[config.mk]
export PLATFORM = sky130hd
export DESIGN_NAME = opb_reg_access_sequencer_flat
export DESIGN_NICKNAME = d
export VERILOG_FILES = /design/src/rtl/opb_reg_access_sequencer_pkg.sv /design/src/rtl/opb_reg_access_sequencer_if.sv /design/src/rtl/opb_reg_access_sequencer_cnt.sv /design/src/rtl/opb_reg_access_sequencer.sv /design/src/flat_wrapper.sv
export SDC_FILE = /design/constraint.sdc
export NUM_CORES = 1
export LEC_CHECK = 0
export ABC_AREA = 1
export CAP_MARGIN = 30
export CORE_MARGIN = 8
export CORE_UTILIZATION = 43
export CTS_CLUSTER_SIZE = 10
export DETAILED_ROUTE_END_ITERATION = 10
export GPL_TIMING_DRIVEN = 1
export PLACE_DENSITY_LB_ADDON = 0.1
export REMOVE_ABC_BUFFERS = 1
export SLEW_MARGIN = 20
export SYNTH_ARGS = -nofsm -noshare
export SYNTH_HDL_FRONTEND = slang
export SYNTH_SLANG_ARGS = --single-unit
[constraint.sdc]
create_clock -name OPB_Clk -period 2 [get_ports OPB_Clk]
set_input_delay 0.5 -clock OPB_Clk [delete_from_list [all_inputs] [get_ports OPB_Clk]]
set_output_delay 0.5 -clock OPB_Clk [all_outputs]
set_load 0.02 [all_outputs]
[src/rtl/opb_reg_access_sequencer_pkg.sv]
// Shared state/status types and OPB bus widths for the register-access sequencer.
package opb_seq_pkg;
  localparam int OPB_AWIDTH  = 32;
  localparam int OPB_DWIDTH  = 32;
  localparam int OPB_BEWIDTH = OPB_DWIDTH / 8;

  typedef enum logic [2:0] {IDLE, REQ, XFER, BACKOFF, RESP} seq_state_t;

  typedef enum logic [1:0] {
    RSP_OK        = 2'b00,
    RSP_ERRACK    = 2'b01,
    RSP_TIMEOUT   = 2'b10,
    RSP_RETRY_EXH = 2'b11
  } rsp_status_t;
endpackage

[src/rtl/opb_reg_access_sequencer_if.sv]
// Command/response handshake plus OPB master-side bus signals; master = sequencer view.
interface opb_reg_access_sequencer_if;
  import opb_seq_pkg::*;

  logic                   cmd_valid;
  logic                   cmd_ready;
  logic                   cmd_rnw;
  logic [0:OPB_AWIDTH-1]  cmd_addr;
  logic [0:OPB_BEWIDTH-1] cmd_be;
  logic [0:OPB_DWIDTH-1]  cmd_wdata;

  logic                   rsp_valid;
  logic [0:OPB_DWIDTH-1]  rsp_rdata;
  logic [1:0]             rsp_status;

  logic                   M_request;
  logic                   OPB_MGrant;
  logic                   M_select;
  logic [0:OPB_AWIDTH-1]  M_ABus;
  logic [0:OPB_BEWIDTH-1] M_BE;
  logic [0:OPB_DWIDTH-1]  M_DBus;
  logic                   M_RNW;
  logic                   M_seqAddr;
  logic [0:OPB_DWIDTH-1]  OPB_DBus;
  logic                   OPB_xferAck;
  logic                   OPB_errAck;
  logic                   OPB_retry;
  logic                   OPB_toutSup;

  modport master (
    input  cmd_valid, cmd_rnw, cmd_addr, cmd_be, cmd_wdata,
    input  OPB_MGrant, OPB_DBus, OPB_xferAck, OPB_errAck, OPB_retry, OPB_toutSup,
    output cmd_ready, rsp_valid, rsp_rdata, rsp_status,
    output M_request, M_select, M_ABus, M_BE, M_DBus, M_RNW, M_seqAddr
  );

  modport slave (
    output cmd_valid, cmd_rnw, cmd_addr, cmd_be, cmd_wdata,
    output OPB_MGrant, OPB_DBus, OPB_xferAck, OPB_errAck, OPB_retry, OPB_toutSup,
    input  cmd_ready, rsp_valid, rsp_rdata, rsp_status,
    input  M_request, M_select, M_ABus, M_BE, M_DBus, M_RNW, M_seqAddr
  );
endinterface

[src/rtl/opb_reg_access_sequencer_cnt.sv]
// Shared down-counter used for both the XFER timeout and the BACKOFF window.
module opb_seq_cnt #(
  parameter int WIDTH = 5
) (
  input  logic             clk,
  input  logic             rst_n,
  input  logic             load,
  input  logic [WIDTH-1:0] load_val,
  input  logic             dec,
  output logic             zero
);
  logic [WIDTH-1:0] cnt;

  // Load wins over decrement; the count saturates at zero.
  always_ff @(posedge clk or negedge rst_n) begin
    if (!rst_n) begin
      cnt <= '0;
    end else if (load) begin
      cnt <= load_val;
    end else if (dec && (cnt != '0)) begin
      cnt <= cnt - WIDTH'(1);
    end
  end

  assign zero = (cnt == '0);
endmodule

[src/rtl/opb_reg_access_sequencer.sv]
// OPB master issuing one single-beat read/write per accepted command, with bounded
// retry/backoff, errAck and local timeout handling, and exactly one response each.
module opb_reg_access_sequencer
  import opb_seq_pkg::*;
#(
  parameter int C_OPB_AWIDTH  = OPB_AWIDTH,
  parameter int C_OPB_DWIDTH  = OPB_DWIDTH,
  parameter int C_TOUT_CYCLES = 16,
  parameter int C_MAX_RETRY   = 7,
  parameter int C_BACKOFF     = 4
) (
  input logic                        OPB_Clk,
  input logic                        OPB_Rst_n,
  opb_reg_access_sequencer_if.master bus
);
  localparam int CNT_MAX = (C_TOUT_CYCLES > C_BACKOFF) ? C_TOUT_CYCLES : C_BACKOFF;
  localparam int CNT_W   = $clog2(CNT_MAX + 1);
  localparam int RTY_W   = $clog2(C_MAX_RETRY + 1);

  seq_state_t                state, state_nxt;
  logic                      rnw_q;
  logic [0:C_OPB_AWIDTH-1]   addr_q;
  logic [0:C_OPB_DWIDTH/8-1] be_q;
  logic [0:C_OPB_DWIDTH-1]   wdata_q;
  logic [RTY_W-1:0]          retry_cnt;
  logic [0:C_OPB_DWIDTH-1]   rdata_q, rdata_nxt;
  rsp_status_t               status_q, status_nxt;
  logic                      accept, retry_inc;
  logic                      cnt_load, cnt_dec, cnt_zero;
  logic [CNT_W-1:0]          cnt_load_val;

  opb_seq_cnt #(.WIDTH(CNT_W)) u_cnt (
    .clk      (OPB_Clk),
    .rst_n    (OPB_Rst_n),
    .load     (cnt_load),
    .load_val (cnt_load_val),
    .dec      (cnt_dec),
    .zero     (cnt_zero)
  );

  always_comb begin
    state_nxt    = state;
    rdata_nxt    = rdata_q;
    status_nxt   = status_q;
    accept       = 1'b0;
    retry_inc    = 1'b0;
    cnt_load     = 1'b0;
    cnt_load_val = '0;
    cnt_dec      = 1'b0;
    case (state)
      IDLE: begin
        if (bus.cmd_valid) begin
          accept    = 1'b1;
          state_nxt = REQ;
        end
      end
      REQ: begin
        if (bus.OPB_MGrant) begin
          state_nxt    = XFER;
          cnt_load     = 1'b1;
          cnt_load_val = CNT_W'(C_TOUT_CYCLES - 1);
        end
      end
      // Slave responses resolve as errAck > xferAck > retry > local timeout.
      XFER: begin
        cnt_dec = !bus.OPB_toutSup;
        if (bus.OPB_errAck) begin
          status_nxt = RSP_ERRACK;
          rdata_nxt  = '0;
          state_nxt  = RESP;
        end else if (bus.OPB_xferAck) begin
          status_nxt = RSP_OK;
          rdata_nxt  = rnw_q ? bus.OPB_DBus : '0;
          state_nxt  = RESP;
        end else if (bus.OPB_retry) begin
          if (retry_cnt == RTY_W'(C_MAX_RETRY)) begin
            status_nxt = RSP_RETRY_EXH;
            rdata_nxt  = '0;
            state_nxt  = RESP;
          end else begin
            retry_inc    = 1'b1;
            cnt_load     = 1'b1;
            cnt_load_val = CNT_W'(C_BACKOFF - 1);
            state_nxt    = BACKOFF;
          end
        end else if (cnt_zero && !bus.OPB_toutSup) begin
          status_nxt = RSP_TIMEOUT;
          rdata_nxt  = '0;
          state_nxt  = RESP;
        end
      end
      BACKOFF: begin
        if (cnt_zero) state_nxt = REQ;
        else          cnt_dec   = 1'b1;
      end
      RESP:    state_nxt = IDLE;
      default: state_nxt = IDLE;
    endcase
  end

  always_ff @(posedge OPB_Clk or negedge OPB_Rst_n) begin
    if (!OPB_Rst_n) begin
      state     <= IDLE;
      rnw_q     <= 1'b0;
      addr_q    <= '0;
      be_q      <= '0;
      wdata_q   <= '0;
      retry_cnt <= '0;
      rdata_q   <= '0;
      status_q  <= RSP_OK;
    end else begin
      state    <= state_nxt;
      rdata_q  <= rdata_nxt;
      status_q <= status_nxt;
      if (accept) begin
        rnw_q     <= bus.cmd_rnw;
        addr_q    <= bus.cmd_addr;
        be_q      <= bus.cmd_be;
        wdata_q   <= bus.cmd_wdata;
        retry_cnt <= '0;
      end else if (retry_inc) begin
        retry_cnt <= retry_cnt + RTY_W'(1);
      end
    end
  end

  // All bus drivers are gated by M_select so idle cycles contribute zero to the OR-bus.
  assign bus.cmd_ready  = (state == IDLE);
  assign bus.rsp_valid  = (state == RESP);
  assign bus.rsp_rdata  = rdata_q;
  assign bus.rsp_status = status_q;
  assign bus.M_request  = (state == REQ);
  assign bus.M_select   = (state == XFER);
  assign bus.M_ABus     = bus.M_select ? addr_q : '0;
  assign bus.M_BE       = bus.M_select ? be_q : '0;
  assign bus.M_DBus     = (bus.M_select && !rnw_q) ? wdata_q : '0;
  assign bus.M_RNW      = bus.M_select & rnw_q;
  assign bus.M_seqAddr  = 1'b0;
endmodule

[src/flat_wrapper.sv]
// flat-port wrapper written by rule: the top's interface ports become plain ports
module opb_reg_access_sequencer_flat import opb_seq_pkg::*;
#(
  parameter int C_OPB_AWIDTH  = OPB_AWIDTH,
  parameter int C_OPB_DWIDTH  = OPB_DWIDTH,
  parameter int C_TOUT_CYCLES = 16,
  parameter int C_MAX_RETRY   = 7,
  parameter int C_BACKOFF     = 4
)
  (OPB_Clk, OPB_Rst_n, bus_cmd_valid, bus_cmd_rnw, bus_cmd_addr, bus_cmd_be, bus_cmd_wdata, bus_OPB_MGrant, bus_OPB_DBus, bus_OPB_xferAck, bus_OPB_errAck, bus_OPB_retry, bus_OPB_toutSup, bus_cmd_ready, bus_rsp_valid, bus_rsp_rdata, bus_rsp_status, bus_M_request, bus_M_select, bus_M_ABus, bus_M_BE, bus_M_DBus, bus_M_RNW, bus_M_seqAddr);
  opb_reg_access_sequencer_if bus_i ();
  input logic OPB_Clk;
  input logic OPB_Rst_n;
  input wire logic [$bits(bus_i.cmd_valid)-1:0] bus_cmd_valid;
  input wire logic [$bits(bus_i.cmd_rnw)-1:0] bus_cmd_rnw;
  input wire logic [$bits(bus_i.cmd_addr)-1:0] bus_cmd_addr;
  input wire logic [$bits(bus_i.cmd_be)-1:0] bus_cmd_be;
  input wire logic [$bits(bus_i.cmd_wdata)-1:0] bus_cmd_wdata;
  input wire logic [$bits(bus_i.OPB_MGrant)-1:0] bus_OPB_MGrant;
  input wire logic [$bits(bus_i.OPB_DBus)-1:0] bus_OPB_DBus;
  input wire logic [$bits(bus_i.OPB_xferAck)-1:0] bus_OPB_xferAck;
  input wire logic [$bits(bus_i.OPB_errAck)-1:0] bus_OPB_errAck;
  input wire logic [$bits(bus_i.OPB_retry)-1:0] bus_OPB_retry;
  input wire logic [$bits(bus_i.OPB_toutSup)-1:0] bus_OPB_toutSup;
  output wire logic [$bits(bus_i.cmd_ready)-1:0] bus_cmd_ready;
  output wire logic [$bits(bus_i.rsp_valid)-1:0] bus_rsp_valid;
  output wire logic [$bits(bus_i.rsp_rdata)-1:0] bus_rsp_rdata;
  output wire logic [$bits(bus_i.rsp_status)-1:0] bus_rsp_status;
  output wire logic [$bits(bus_i.M_request)-1:0] bus_M_request;
  output wire logic [$bits(bus_i.M_select)-1:0] bus_M_select;
  output wire logic [$bits(bus_i.M_ABus)-1:0] bus_M_ABus;
  output wire logic [$bits(bus_i.M_BE)-1:0] bus_M_BE;
  output wire logic [$bits(bus_i.M_DBus)-1:0] bus_M_DBus;
  output wire logic [$bits(bus_i.M_RNW)-1:0] bus_M_RNW;
  output wire logic [$bits(bus_i.M_seqAddr)-1:0] bus_M_seqAddr;
  assign bus_i.cmd_valid = bus_cmd_valid;
  assign bus_i.cmd_rnw = bus_cmd_rnw;
  assign bus_i.cmd_addr = bus_cmd_addr;
  assign bus_i.cmd_be = bus_cmd_be;
  assign bus_i.cmd_wdata = bus_cmd_wdata;
  assign bus_i.OPB_MGrant = bus_OPB_MGrant;
  assign bus_i.OPB_DBus = bus_OPB_DBus;
  assign bus_i.OPB_xferAck = bus_OPB_xferAck;
  assign bus_i.OPB_errAck = bus_OPB_errAck;
  assign bus_i.OPB_retry = bus_OPB_retry;
  assign bus_i.OPB_toutSup = bus_OPB_toutSup;
  assign bus_cmd_ready = bus_i.cmd_ready;
  assign bus_rsp_valid = bus_i.rsp_valid;
  assign bus_rsp_rdata = bus_i.rsp_rdata;
  assign bus_rsp_status = bus_i.rsp_status;
  assign bus_M_request = bus_i.M_request;
  assign bus_M_select = bus_i.M_select;
  assign bus_M_ABus = bus_i.M_ABus;
  assign bus_M_BE = bus_i.M_BE;
  assign bus_M_DBus = bus_i.M_DBus;
  assign bus_M_RNW = bus_i.M_RNW;
  assign bus_M_seqAddr = bus_i.M_seqAddr;
  opb_reg_access_sequencer #(.C_OPB_AWIDTH(C_OPB_AWIDTH), .C_OPB_DWIDTH(C_OPB_DWIDTH), .C_TOUT_CYCLES(C_TOUT_CYCLES), .C_MAX_RETRY(C_MAX_RETRY), .C_BACKOFF(C_BACKOFF)) u_core (.OPB_Clk(OPB_Clk), .OPB_Rst_n(OPB_Rst_n), .bus(bus_i));
endmodule
==> flow_summary.json, run 1 <==
{
  "status": "finished with violations",
  "failed_checks": "setup timing",
  "drc": 0,
  "crit-reg2reg-launch": "u_core.retry_cnt[0]",
  "r2r_end": "u_core.u_cnt.cnt[2]",
  "diodes": 0,
  "grt-ovfl-total": 0,
  "synthCells": 629,
  "rows": 40,
  "cp_max_fo": 6,
  "syn2layout_area_growth_pct": 65.14,
  "synth-compound-area-share": 0.1087,
  "die_h_um": 125.9,
  "max_freq_ghz": 0.4781,
  "synth_top_family_by_area": "simple AND/OR/NAND/NOR gates",
  "p_int_mw": 7.318,
  "worst_setup_path_end_kind": "output port",
  "max_cap_violations": 0,
  "yosys.area_share.simple": 0.2216,
  "pwr-share-clk": 0.246,
  "hp-class": "in2async",
  "cp-start-kind": "register",
  "cts-hold-fix-buffers": 0,
  "yosys.area.top_type_share": 0.5497,
  "finalCritPeriodShare": 1.046,
  "ys_seq_area_frac": 0.5497,
  "p_sw_mw": 4.465,
  "antenna_found_initial": 0,
  "clockRootBuffer": "clkbuf_16",
  "clk_latency_ns": 0.41,
  "die-area_um2": 15840,
  "grt_pass1_wl_um": 25930,
  "cp.arrival_ns": 1.59,
  "synth_mux_area_frac": 0,
  "drive_gt1_frac": 0.2385,
  "syn_avg_cell_area_um2": 8.251,
  "syn_area_um2": 5190,
  "tightest_slew_ns": 0.6258,
  "finalSetupTns_ns": -3.519,
  "p_per_area_nw_per_um2": 1375,
  "place_area_um2": 7640,
  "criticalPathCategory": "reg2out",
  "synth_xor_area_frac": 0.003375,
  "synth_seq_cells": 114,
  "routed_wl_um": 16790,
  "via_per_inst": 4.973,
  "finalSetupViolCount": 69,
  "io_pins": 217,
  "first_pass_iters": 5,
  "place_congestion": 0.8348,
  "postRouteAntennaNets": 0,
  "reg2regPathDepth": 11,
  "share_seq_of_total_power": 0.308,
  "p_comb_frac": 0.446,
  "ys_types": 25,
  "synthAdderAreaFrac": 0.007232,
  "grt_util_all_layers": 0.2036,
  "rsz0062_at_grt": "yes",
  "synth_area_leaders": "dfrtp_1 55%, nand2_1 9.3%, o21ai_0 8.9%",
  "crit_required_ns": 1.50,
  "cts_tree": "done",
  "r2r_setup_slack_ns": 0.12,
  "final_common_cell": "clkdlybuf4s50_1",
  "core_region_area_um2": 11910,
  "nets": 968,
  "layout_setup_ws_ns": -0.09152,
  "preCtsSetupSlack_ns": -0.1686,
  "grt_max_degree": 115,
  "p_sw_frac": 0.3789,
  "yosys_warnings": 0,
  "p_leak_nw": 3.921,
  "cts_made_buffers": 17,
  "synth_top_area_cell": "dfrtp_1",
  "clkSlewWorstSetupHoldPaths_ns": 0.05,
  "drt_iter0_markers": 330,
  "slew_headroom": 0.5828,
  "cts_num_sinks": 114,
  "wl_per_cell_um": 16.54,
  "hpwl_um": 11300,
  "grt_pass1_vias": 5209,
  "die_w_um": 125.9,
  "start_util": 0.4357,
  "port_buffers": 215,
  "cts_setup_buffers": 0,
  "fin_crit_ns": 2.092,
  "vias": 5048,
  "finClkSkew_ns": 0.01288,
  "final-max-slew-violation-count": 0,
  "postLayoutCellArea_um2": 8571,
  "final_cell_mix": "141 x clkdlybuf4s50_1, 127 x nand2_1, 113 x dfrtp_1",
  "htreeDepth": 4,
  "clockBufferDepth": 2,
  "ir_worst_vdd_v": 0.0006847,
  "final-hold-violation-count": 0
}
==> Yosys cell counts, drive strengths merged <==
cell    number
xnor2        1
nor2        86
inv         90
a21oi        3
clkbuf      16
dfrtp      114
nand2      132
nand3       13
nand4       35
conb         1
o21ai      106
xor2         1
buf         25
ha           3
nor3         3
==> per-stage QoR <==
stage | std cells | power, mW | utilization | hold slack [ns]
after floorplan | 588 | 5.974 | - | 0.2044
after global placement | 980 | 8.087 | 0.6414 | 0.4643
after detailed placement | 980 | 8.244 | 0.6414 | 0.4685
after CTS | 1012 | 11.41 | 0.6949 | 0.1971
after global routing | 1015 | 12.52 | 0.7195 | 0.1910
final | 1015 | 11.78 | 0.7195 | 0.1524
==> routing by layer <==
| layer | global-route usage | wire [µm] | up-vias |
|---|---|---|---|
| li1 | - | - | 2439 |
| met1 | 0.2177 | 6390 | 2391 |
| met2 | 0.3592 | 8822 | 182 |
| met3 | 0.06498 | 1097 | 36 |
| met4 | 0.09625 | 479 | 0 |
| met5 | 0 | 0 | - |
==> registers in the layout, indices dropped and copies added, names as in the netlist, 2 cells and up <==
register               count
u_core.be_q                4
u_core.state               3
u_core.bus.rsp_status      2
u_core.wdata_q            32
u_core.u_cnt.cnt           5
u_core.addr_q             32
u_core.bus.rsp_rdata      32
u_core.retry_cnt           3
==> cell families (layout without fill, tap and decap cells) <==
| kind of cell | Yosys count | after routing |
|---|---|---|
| AO/OA/AOI/OAI | 109 | 109 |
| adder cells (fa/ha/maj) | 3 | 3 |
| buffers and inverters | 131 | 370 |
| AND/OR/NAND/NOR | 269 | 269 |
| other | 1 | 1 |
| XOR/XNOR | 2 | 2 |
| flip-flops | 114 | 114 |
==> cell type report <==
type / count / area, µm²
tap: 147 / 183.9
inverter: 90 / 337.8
timing repair buffer: 249 / 2535
clock inverter: 4 / 45.04
multi-input combinational: 384 / 2082
clock buffer: 27 / 533.0
sequential: 114 / 2854
fill: 911 / 3341
==> critical path, cell delays in order, from the launching register on <==
cell and delay [ns]:
dfrtp_1 0.38, buf_4 0.15, nor2_4 0.13, nand2_8 0.11
clkbuf_16 0.20, nor2_4 0.10, buf_6 0.12
==> power groups by stage <==
stage | sequential, mW | clock (mW) | combinational [mW]
2_1_floorplan | 3.88 | 0 | 2.09
3_3_place_gp | 3.60 | 0 | 4.48
3_5_place_dp | 3.64 | 0 | 4.60
4_1_cts | 3.62 | 2.94 | 4.84
5_1_grt | 3.72 | 3.05 | 5.75
6_report | 3.63 | 2.90 | 5.26
==> what timing repair did <==
| action | 4_1_cts | 5_1_grt |
|---|---|---|
| setup endpoints to repair | 73 | 73 |
| resized for setup | 422 | 71 |
| pin swaps | 0 | 2 |
| gates cloned | 1 | 3 |
==> how the worst max path moves through the flow <==
stage | slack, ns | startpoint | to | cells after the start
after floorplan | -1.36 | u_core.state[0] | u_core.retry_cnt[1] | 6
after detailed placement | -0.17 | u_core.state[2] | bus_M_DBus[29] | 7
after global placement | -0.15 | u_core.state[2] | bus_M_DBus[29] | 7
after global routing | -0.15 | u_core.state[2] | bus_M_DBus[31] | 7
final | -0.09 | u_core.state[2] | bus_M_ABus[3] | 6
after CTS | -0.09 | u_core.state[2] | bus_M_ABus[16] | 6
No activity file was read; power rests on OpenSTA's default activity.
==> run 2: changes to the inputs <==
--- a/config.mk
+++ b/config.mk
@@ -8,7 +8,7 @@
 export ABC_AREA = 1
 export CAP_MARGIN = 30
 export CORE_MARGIN = 8
-export CORE_UTILIZATION = 43
+export CORE_UTILIZATION = 46
 export CTS_CLUSTER_SIZE = 10
 export DETAILED_ROUTE_END_ITERATION = 10
 export GPL_TIMING_DRIVEN = 1
==> constraint.sdc (replaced) <==
create_clock -name OPB_Clk -period 2.45 [get_ports OPB_Clk]
set_input_delay 0.6125 -clock OPB_Clk [delete_from_list [all_inputs] [get_ports OPB_Clk]]
set_output_delay 0.6125 -clock OPB_Clk [all_outputs]
set_load 0.02 [all_outputs]
==> run 2 against run 1 <==
Critical endpoint is now bus_M_DBus[1]. Cell area is 7.7% lower. Register-to-register slack better by 0.44 ns. Non-clock buffer count is 18 lower. Global-route usage is 0.52 points higher. Power is 25% lower. Critical path depth is 1 higher. Flip-flop and latch count stayed put. The run now ends clean. First-iteration DRC count is 48% higher. Worst setup slack better by 0.16 ns. Wire length is 7.4% lower. Combinational power is 35% lower.
==> flow_summary.json, run 2 (same netlist as run 1, synthesis figures left out) <==
{
  "nets": 950,
  "seq_area_um2": 2853,
  "core_region_area_um2": 10940,
  "slowest_delay_ns": 0.42,
  "max_cap_violations": 0,
  "criticalPathCategory": "reg2out",
  "clkSlewWorstSetupHoldPaths_ns": 0.05,
  "port_buffers": 215,
  "die-area_um2": 14940,
  "htreeDepth": 4,
  "drive_gt1_frac": 0.1235,
  "clockBufferDepth": 2,
  "syn2layout_area_growth_pct": 52.39,
  "final-hold-violation-count": 0,
  "diodes": 0,
  "path_cells": "inv_2 > nand2_1 > nor2_2 > nand2_1 > buf_12 > nor2_1 > clkdlybuf4s15_2",
  "layout_setup_ws_ns": 0.06387,
  "die_h_um": 122.2,
  "reg2regPathDepth": 9,
  "fillerInstances": 869,
  "drc": 0,
  "cp_max_fo": 32,
  "grt-ovfl-total": 0,
  "finClkSkew_ns": 0.006976,
  "antenna_found_initial": 0,
  "postRouteAntennaNets": 0,
  "multiInputGateArea_um2": 1778,
  "via_per_inst": 4.945,
  "final_cell_mix": "142 x clkdlybuf4s50_1, 129 x nand2_1, 114 x dfrtp_1",
  "io_pins": 217,
  "preCtsSetupSlack_ns": 0.07059,
  "cts_num_sinks": 114,
  "p_per_area_nw_per_um2": 1121,
  "cp-start-kind": "register",
  "first_pass_iters": 5,
  "status": "completed",
  "crit_path_frequent_cell": "nand2_1",
  "grt_util_all_layers": 0.2088,
  "die_w_um": 122.2,
  "grt_pass1_wl_um": 24740,
  "p_leak_nw": 3.805,
  "cp.arrival_ns": 1.77,
  "drt_iter0_markers": 490,
  "finalCritPeriodShare": 0.9739,
  "place_area_um2": 7493,
  "crit-reg2reg-launch": "u_core.retry_cnt[0]",
  "postLayoutCellArea_um2": 7909,
  "grt_max_degree": 54,
  "cts-hold-fix-buffers": 0,
  "grt_pass1_vias": 4976,
  "rows": 38,
  "fin_crit_ns": 2.386,
  "cts_made_buffers": 17,
  "clk_latency_ns": 0.41,
  "routed_wl_um": 15540,
  "place_congestion": 0.9027,
  "hp-class": "in2async",
  "vias": 4896,
  "crit_required_ns": 1.84,
  "r2r_end": "u_core.bus.rsp_rdata[18]",
  "clockRootBuffer": "clkbuf_16",
  "wl_per_cell_um": 15.70,
  "start_util": 0.4746,
  "ir_worst_vdd_v": 0.0006131,
  "final_common_cell": "clkdlybuf4s50_1",
  "worst_setup_path_end_kind": "output port",
  "final-max-slew-violation-count": 0,
  "max_freq_ghz": 0.4191,
  "finalSetupViolCount": 0,
  "r2r_setup_slack_ns": 0.56,
  "hpwl_um": 11390,
  "cts_tree": "done",
  "tightest_slew_ns": 0.6139,
  "slew_headroom": 0.5907,
  "cp_slowest_cell": "dfrtp_1"
}
==> run 2: changes by cell type in the layout (fill, tap and decap cells not counted), moves of 16 or more <==
cell	change
dlygate4sd2_1	+24
buf_6	-40
nor2_4	-32
nor2_1	+48
buf_4	-44
nor2_2	-16
buf_2	+25
==> run 2: worst max path at each step <==
stage	slack (ns)	depth (start not counted)	endpoint	from
finish	0.06	7	bus_M_DBus[1]	u_core.state[2]
global route	-0.01	7	bus_M_DBus[6]	u_core.state[2]
CTS	0.002	7	bus_M_DBus[14]	u_core.state[2]
detailed placement	0.07	7	bus_M_DBus[22]	u_core.state[2]
global placement	0.16	7	bus_M_DBus[26]	u_core.state[2]
floorplan	-0.92	5	u_core.retry_cnt[1]	bus_cmd_valid
==> run 2: critical path, delay by kind of cell, from the launching register on <==
| family | cells | cell delay (ns) |
|---|---|---|
| buffers and inverters | 3 | 0.54 |
| DFF | 1 | 0.42 |
| and+or+nand+nor | 4 | 0.40 |
==> run 2: cell type report <==
type	instances	area share
well taps	140	0.02215
clock buffers	21	0.05948
multi-input cells	384	0.2248
flip-flops and latches	114	0.3607
inverters	90	0.04271
clock inverters	10	0.01677
repair buffers	231	0.2734
==> run 2: layer usage <==
metal  share of wire  track usage  up-vias
li1                -            -     2395
met1            0.42       0.2436     2296
met2            0.50       0.3584      182
met3           0.064      0.05742       23
met4           0.022      0.08302        0
met5               0            0        -
==> run 2: where the power goes <==
group | internal [mW] | switching [mW] | total [mW]
Sequential | 2.66 | 0.304 | 2.96
Clock | 1.66 | 0.835 | 2.50
Combinational | 1.30 | 2.10 | 3.41
Total | 5.62 | 3.24 | 8.87
==> run 2: through the flow <==
| step | hold slack (ns) | total power [mW] | cells | setup TNS, ns | util |
|---|---|---|---|---|---|
| final | 0.2092 | 8.868 | 990 | 0 | 0.7232 |
| after CTS | 0.2271 | 8.964 | 989 | 0 | 0.7388 |
| after floorplan | 0.3169 | 4.877 | 588 | -60.66 | - |
| after global routing | 0.2448 | 9.437 | 990 | -0.06578 | 0.7232 |
| after global placement | 0.4632 | 6.428 | 958 | 0 | 0.6852 |
| after detailed placement | 0.4739 | 6.558 | 958 | 0 | 0.6852 |
==> run 2: timing repair <==
action,CTS,global route
setup endpoints to repair,72,49
buffers inserted,0,1
pin swaps,0,0
resized for setup,136,50
